$ cat src/rtl/led_chaser.sv
// led_chaser: moves a single lit LED one position per tick, ping-ponging or wrapping at the ends
module led_chaser #(
  parameter int N  = 16,
  parameter int PW = $clog2(N)
) (
  input  logic          clk,
  input  logic          reset,
  input  logic          tick,
  input  logic          en,
  input  logic          bounce,
  input  logic          dir,
  output logic [N-1:0]  led,
  output logic [PW-1:0] pos,
  output logic          at_end
);
  typedef enum logic [1:0] {IDLE, UP, DOWN} state_t;
  localparam logic [PW-1:0] LAST = PW'(N - 1);
  localparam logic [PW-1:0] ONE  = PW'(1);
  state_t state, state_n;
  logic [PW-1:0] pos_n;
  logic step;
  always_comb begin
    state_n = state;
    pos_n   = pos;
    step    = 1'b0;
    if (state == IDLE) state_n = en ? (dir ? DOWN : UP) : IDLE;
    else if (!en) state_n = IDLE;
    else if (tick) begin
      step = 1'b1;
      if (state == UP) begin
        pos_n   = pos != LAST ? pos + ONE : bounce ? LAST - ONE : '0;
        state_n = pos == LAST && bounce ? DOWN : UP;
      end else begin
        pos_n   = pos != '0 ? pos - ONE : bounce ? ONE : LAST;
        state_n = pos == '0 && bounce ? UP : DOWN;
      end
    end
  end
  always_ff @(posedge clk) begin
    if (reset) begin
      state  <= IDLE;
      pos    <= '0;
      led    <= N'(1);
      at_end <= 1'b0;
    end else begin
      state  <= state_n;
      pos    <= pos_n;
      led    <= N'(1) << pos_n;
      at_end <= step && (pos_n == '0 || pos_n == LAST);
    end
  end
endmodule

$ cat config.mk
export PLATFORM = sky130hd
export DESIGN_NAME = led_chaser
export DESIGN_NICKNAME = d
export VERILOG_FILES = /design/src/rtl/led_chaser.sv
export SDC_FILE = /design/constraint.sdc
export NUM_CORES = 1
export LEC_CHECK = 0
export CAP_MARGIN = 30
export CORE_MARGIN = 2
export CORE_UTILIZATION = 32
export DETAILED_ROUTE_END_ITERATION = 12
export GPL_ROUTABILITY_DRIVEN = 0
export PLACE_DENSITY = 0.61
export SYNTH_ARGS = -nofsm -noshare
export SYNTH_HDL_FRONTEND = slang
export SYNTH_SLANG_ARGS = --single-unit
$ cat constraint.sdc
create_clock -name clk -period 3.9 [get_ports clk]
set_input_delay 0.585 -clock clk [delete_from_list [all_inputs] [get_ports clk]]
set_output_delay 0.585 -clock clk [all_outputs]
set_load 0.01 [all_outputs]
==> flow_summary.toml <==
[timing]
timing.final.crit_share_pct = 57.1
timing.hold.ws_ps = 626
hold_viol_final = 0
setup_viol = 0
tightest_slew_ps = 573
grt_setup_unrepaired = "false"
skew_ps = 6.87
fin_tns_setup_ps = 0
clock.fmax_mhz = 449
drv_slew = 0
maxSlewHeadroom_pct = 61.7
min_period_ps = 2230
setup_ws_ps = 1670

[detailed_routing]
viasPerCell = 4.80
ant_nets = 0
drt_first_pass_iters = 4
drt-initial-drc-count = 19
drc = 0
vias = 917
post_drt_wl_per_cell_um = 12.2
routed_wl_mm = 2.34

[critical_path]
required_ps = 4120
cp-end-kind = "register"
worstSetupPathType = "register to register"
worstPathArrival_ps = 2450
crit_chain = "inv_1 > ha_1 > nor2b_1 > nand3_1 > o21ai_2 > a221oi_2 > nand3_2 > nor4_2"
slowest_stage = "dfxtp_1"
crit_buf_inv = 1
max_stage_delay_ps = 590
rrSetupSlack_ps = 1670
critical-path-top-delay-family = "simple AND/OR/NAND/NOR gates"
critPathLaunchType = "register"
crit_fanout = 11

[place]
dp_cells = 187
pre_cts_ws_ps = 1450
port_buffers = 26
dp_hpwl_mm = 1.73

[power_and_ir_drop]
p_leak_nw = 0.474
peakVddDrop_mv = 0.276
p_per_area_mw_per_mm2 = 352

[synthesis]
avgSynthCellArea_sq_um = 9.29
synth-seq-area-share_pct = 41.3
yosysTopAreaCellShare_pct = 41.3
synthMuxAreaShare_pct = 0
synth_cell_type_count = 41
synth-main-ff-cell = "dfxtp_1"
synth_edf_count = 0
yosys-top-cells-area = "dfxtp_1 41%, nor2_1 5.1%, nor2b_1 4.5%"
synthSimpleGateAreaFrac_pct = 34.3
synth_xor_area_share_pct = 0
synth.most_common_cell = "dfxtp_1"
synth_top_family_by_area = "simple AND/OR/NAND/NOR gates"
synth_area_sq_mm = 0.00111
syn_nets = 128
synth-async-reset-ratio_pct = 0
synth-adder-area-share_pct = 2.24
synth-seq-cells = 23
ys_warn_count = 0
netlist_instances = 120
ys_top_cells_by_count = "23 x dfxtp_1, 15 x nor2_1, 10 x nand2_1, 8 x nor2b_1"
synth_compound_area_share_pct = 16.9
yosysTopAreaCell = "dfxtp_1"

[finish]
nets = 154
syn2layout_area_growth_pct = 27.0
antenna_cells = 0
final_layout_size_suffix_gt1_share_pct = 15.2
instances_no_fill = 191

[clock_network]
cts_tree = "yes"
insertion_delay_ps = 310
root_buffer = "clkbuf_4"
clk_pin_slew_ps = 120
holdBufCountCts = 0
cts_inserted_buffers = 3
h-tree-depth = 1
cts_resized = 0
post_cts_buffers = 0
cts_buffer_depth = 2
cts_sinks = 23

[floorplan]
start_util_pct = 33.4
num_rows = 21
die-area_sq_mm = 0.00397
core-area_sq_mm = 0.00334
die_w_um = 63.0
die_y_um = 63.0
ios = 27

[grt]
grt_pass1_wl_mm = 4.00
overflow = 0
grt_pass1_vias = 854
antenna_found_initial = 0
grt_max_degree = 15
grt.total_usage_pct = 12.6

[job]
drv_cap = 0

[hold_path]
hold_class = "register to register"

[outcome]
status = "finished clean"
==> logic make-up after synthesis <==
logic type                 count (synthesis)
AOI/OAI and AO/OA                         22
adders and majority gates                  2
buffers and inverters                      9
DFF                                       23
and+or+nand+nor                           64
==> power breakdown <==
group          internal, mW  leakage (nW)  switching (mW)  total, mW
clock                0.0400        0.0150          0.0656      0.106
combinational        0.0586         0.272          0.0704      0.129
sequential            0.247         0.186          0.0166      0.263
==> cell usage in the layout, fill, tap and decap left out, drive strengths merged <==
master and n:
nor2b 9, clkdlybuf4s50 26, inv 4, ha 2, nor2 15, a31o 2, nand4 2, o31a 1
clkbuf 4, or2 1, nor4 3, nand2 11, a21oi 6, o211ai 2, nor3 4, dfxtp 23
nand4b 1, o21ai 4, or2b 1, o31ai 1, or4b 1, nand3 7, o22ai 2, a41o 1
a31oi 1, nand2b 5, or3 1, nand3b 3, a221oi 1, a311oi 1
==> path summary, 6_finish.rpt <==
check | start | end | cells after the start
max | pos[0] | led[10] | 8
min | state[0] | state[0] | 2
max reg2reg | pos[0] | led[10] | 8
min reg2reg | state[0] | state[0] | 2
==> worst min-delay path: stages (launching register included) <==
cell and delay, ps:
dfxtp_1 400, nand2b_1 130, a21oi_1 70
==> per-layer routing <==
layer	vias to the layer above	track usage, %	wire length [um]
li1	471	-	-
met1	417	16.1	1080
met2	25	20.3	1110
met3	4	3.60	115
met4	0	4.17	27
met5	-	0	0
==> sequential cells by signal, summed over array words and instances (netlist names) <==
signal / count
led: 16
pos: 4
state: 2
at_end: 1
==> final cells by class <==
class                   instances  area (sq um)
repair buffers                 26           260
flip-flops and latches         23           460
multi-input cells              88           597
fillers                       326          1920
inverters                       4          15.0
well taps                      46          57.6
clock buffers                   4          26.3
==> stage by stage <==
step           total power [mW]  cell area [sq um]  utilization (%)
6_report                  0.498               1420             42.4
3_5_place_dp              0.397               1390             41.7
2_1_floorplan             0.358               1110                -
3_3_place_gp              0.396               1390             41.7
5_1_grt                   0.527               1420             42.4
4_1_cts                   0.503               1420             42.4
(Power assumes the default switching activity.)
==> RTL edit: new RTL, same settings <==
Register the inputs `tick`, `en`, `bounce` and `dir` before use, with the module's reset. The logic sees them one clock later.
--- a/src/rtl/led_chaser.sv
+++ b/src/rtl/led_chaser.sv
@@ -16,6 +16,26 @@
   typedef enum logic [1:0] {IDLE, UP, DOWN} state_t;
   localparam logic [PW-1:0] LAST = PW'(N - 1);
   localparam logic [PW-1:0] ONE  = PW'(1);
+
+  logic tick_q;
+  logic en_q;
+  logic bounce_q;
+  logic dir_q;
+
+  always_ff @(posedge clk) begin
+    if (reset) begin
+      tick_q   <= '0;
+      en_q     <= '0;
+      bounce_q <= '0;
+      dir_q    <= '0;
+    end else begin
+      tick_q   <= tick;
+      en_q     <= en;
+      bounce_q <= bounce;
+      dir_q    <= dir;
+    end
+  end
+
   state_t state, state_n;
   logic [PW-1:0] pos_n;
   logic step;
@@ -23,16 +43,16 @@
     state_n = state;
     pos_n   = pos;
     step    = 1'b0;
-    if (state == IDLE) state_n = en ? (dir ? DOWN : UP) : IDLE;
-    else if (!en) state_n = IDLE;
-    else if (tick) begin
+    if (state == IDLE) state_n = en_q ? (dir_q ? DOWN : UP) : IDLE;
+    else if (!en_q) state_n = IDLE;
+    else if (tick_q) begin
       step = 1'b1;
       if (state == UP) begin
-        pos_n   = pos != LAST ? pos + ONE : bounce ? LAST - ONE : '0;
-        state_n = pos == LAST && bounce ? DOWN : UP;
+        pos_n   = pos != LAST ? pos + ONE : bounce_q ? LAST - ONE : '0;
+        state_n = pos == LAST && bounce_q ? DOWN : UP;
       end else begin
-        pos_n   = pos != '0 ? pos - ONE : bounce ? ONE : LAST;
-        state_n = pos == '0 && bounce ? UP : DOWN;
+        pos_n   = pos != '0 ? pos - ONE : bounce_q ? ONE : LAST;
+        state_n = pos == '0 && bounce_q ? UP : DOWN;
       end
     end
   end
Function: changed (Yosys sat finds a counterexample within 4 cycles, from zero or initial values and one cycle with reset high).
==> RTL edit against the unedited design <==
Cell count increased by 2.1%. Sequential cell count grew 4. Routed wire length rose by 5.0%. Critical path depth did not move. Synthesized area grew 1.0%. Setup slack improved by 0.030 ns. Core utilization rose by 0.52 points. First-iteration DRC count is 5.3% higher. Largest cell class unchanged. Cell area grew 2.0%. Sequential share of layout area rose by 4.9 points.
Power is not compared: it rests on default switching activity, and its combinational part moved more than twofold at a synthesized area within 25%.
==> RTL edit: results (changes against the unedited design) <==
result of the run=finished clean (unchanged); number of cells traversed by the worst register-to-register path=8 (unchanged); hold path depth=1 (was 2); registers with the highest flip-flop counts=led: 16 flops, pos: 4 flops, state: 2 flops (unchanged); Top delay family on crit path=simple AND/OR/NAND/NOR gates (unchanged); wire length per cell=12.6 um (was 12.2 um); proportion of layout cells with a drive suffix above 1=0.0604 (was 0.152); instance area after placement=1420 um^2 (was 1390 um^2); Syn Nets=131 (was 128); synth top area cells=dfxtp_1 (48%), nor2_1 (7.3%), nand2b_1 (3.3%) (was dfxtp_1 (41%), nor2_1 (5.1%), nor2b_1 (4.5%)); HPWL Detailed=1770 um (was 1730 um); flop2flop setup slack=1.71 ns (was 1.67 ns); Total Routing Usage GR=0.132 (was 0.126); stage delay of the slowest cell on the critical path=0.41 ns (was 0.59 ns); multi-input logic portion of the cell area=0.379 (was 0.421); vias in the first global route=922 (was 854); Slew HR=0.643 (was 0.617); clk tree area frac=0.0190 (was 0.0186); sequential area share after synthesis=0.480 (was 0.413); highest net fanout along the worst path=9 (was 11); violation count after the first detailed-route iteration=20 (was 19); buffer count from post-CTS setup fixing=0 (unchanged); pin count of the biggest net entering global routing=16 (was 15); seq_cells=27 (was 23); arrival time of data at the critical path endpoint=2.47 ns (was 2.45 ns); reg-to-reg critical path endpoint=at_end$_SDFF_PP0_ (was led[10]$_SDFF_PP0_); Post-Layout Inst Area=1450 um^2 (was 1420 um^2); # clk buffers=3 (was 4); cell types with the highest counts after synthesis=dfxtp_1 (27), nor2_1 (22), nand2b_1 (6), nor2b_1 (5), o21ai_0 (5) (was dfxtp_1 (23), nor2_1 (15), nand2_1 (10), nor2b_1 (8)); multi-input combinational gate total=89 (was 88); clock skew after layout=0.0184 ns (was 0.00687 ns); Fillers=365 (was 326); static power due to leakage=between 0.5 and 0.6 nW; count of synthesis-stage warnings from yosys=0 (unchanged); later-pin clock latency in the skew report=0.34 ns (was 0.31 ns); CTS clk-pin slew, worst paths=0.15 ns (was 0.12 ns); wire length of the first global-routing pass=4120 um (was 4000 um); number of non-clock inverters=3 (was 4); number of nets in the finished design=158 (was 154); vias=975 (was 917)
-- RTL edit: cell families after synthesis --
| family | Yosys count | synth area share |
|---|---|---|
| fa+ha+maj | 2 | 0.0222 |
| xor+xnor | 1 | 0.00778 |
| flops | 27 | 0.480 |
| simple gates | 61 | 0.303 |
| compound gates | 25 | 0.153 |
| buf+inv | 7 | 0.0333 |
-- RTL edit: per-layer routing --
metal  up-vias  share of wire  global-route usage  routed length, um
li1        488              -                   -                  -
met1       438           0.44               0.157               1090
met5         -              0                   0                  0
met4         0          0.026              0.0707                 64
met3         8          0.068              0.0357                166
met2        41           0.46               0.214               1140
-- RTL edit: worst min path at each step --
stage                    startpoint               endpoint  slack (ns)
global route        en_q$_SDFF_PP0_  state[0]$_SDFFE_PP0P_        0.57
global placement    en_q$_SDFF_PP0_  state[0]$_SDFFE_PP0P_        0.52
floorplan           en_q$_SDFF_PP0_  state[0]$_SDFFE_PP0P_        0.49
detailed placement  en_q$_SDFF_PP0_  state[0]$_SDFFE_PP0P_        0.52
finish              en_q$_SDFF_PP0_  state[0]$_SDFFE_PP0P_        0.53
CTS                 en_q$_SDFF_PP0_  state[0]$_SDFFE_PP0P_        0.54
-- RTL edit: through the flow --
step	power, mW	setup slack [ns]	std cells	util	hold WS (ns)
5_1_grt	0.456	1.50	195	0.430	0.566
2_1_floorplan	0.309	1.88	123	-	0.492
4_1_cts	0.440	1.73	195	0.430	0.535
3_5_place_dp	0.320	1.79	191	0.422	0.518
3_3_place_gp	0.319	1.84	191	0.422	0.517
6_report	0.435	1.71	195	0.430	0.534
-- RTL edit: power breakdown --
group	internal (mW)	switching (mW)
combinational	0.0158	0.0136
clock	0.0386	0.0829
sequential	0.280	0.00475
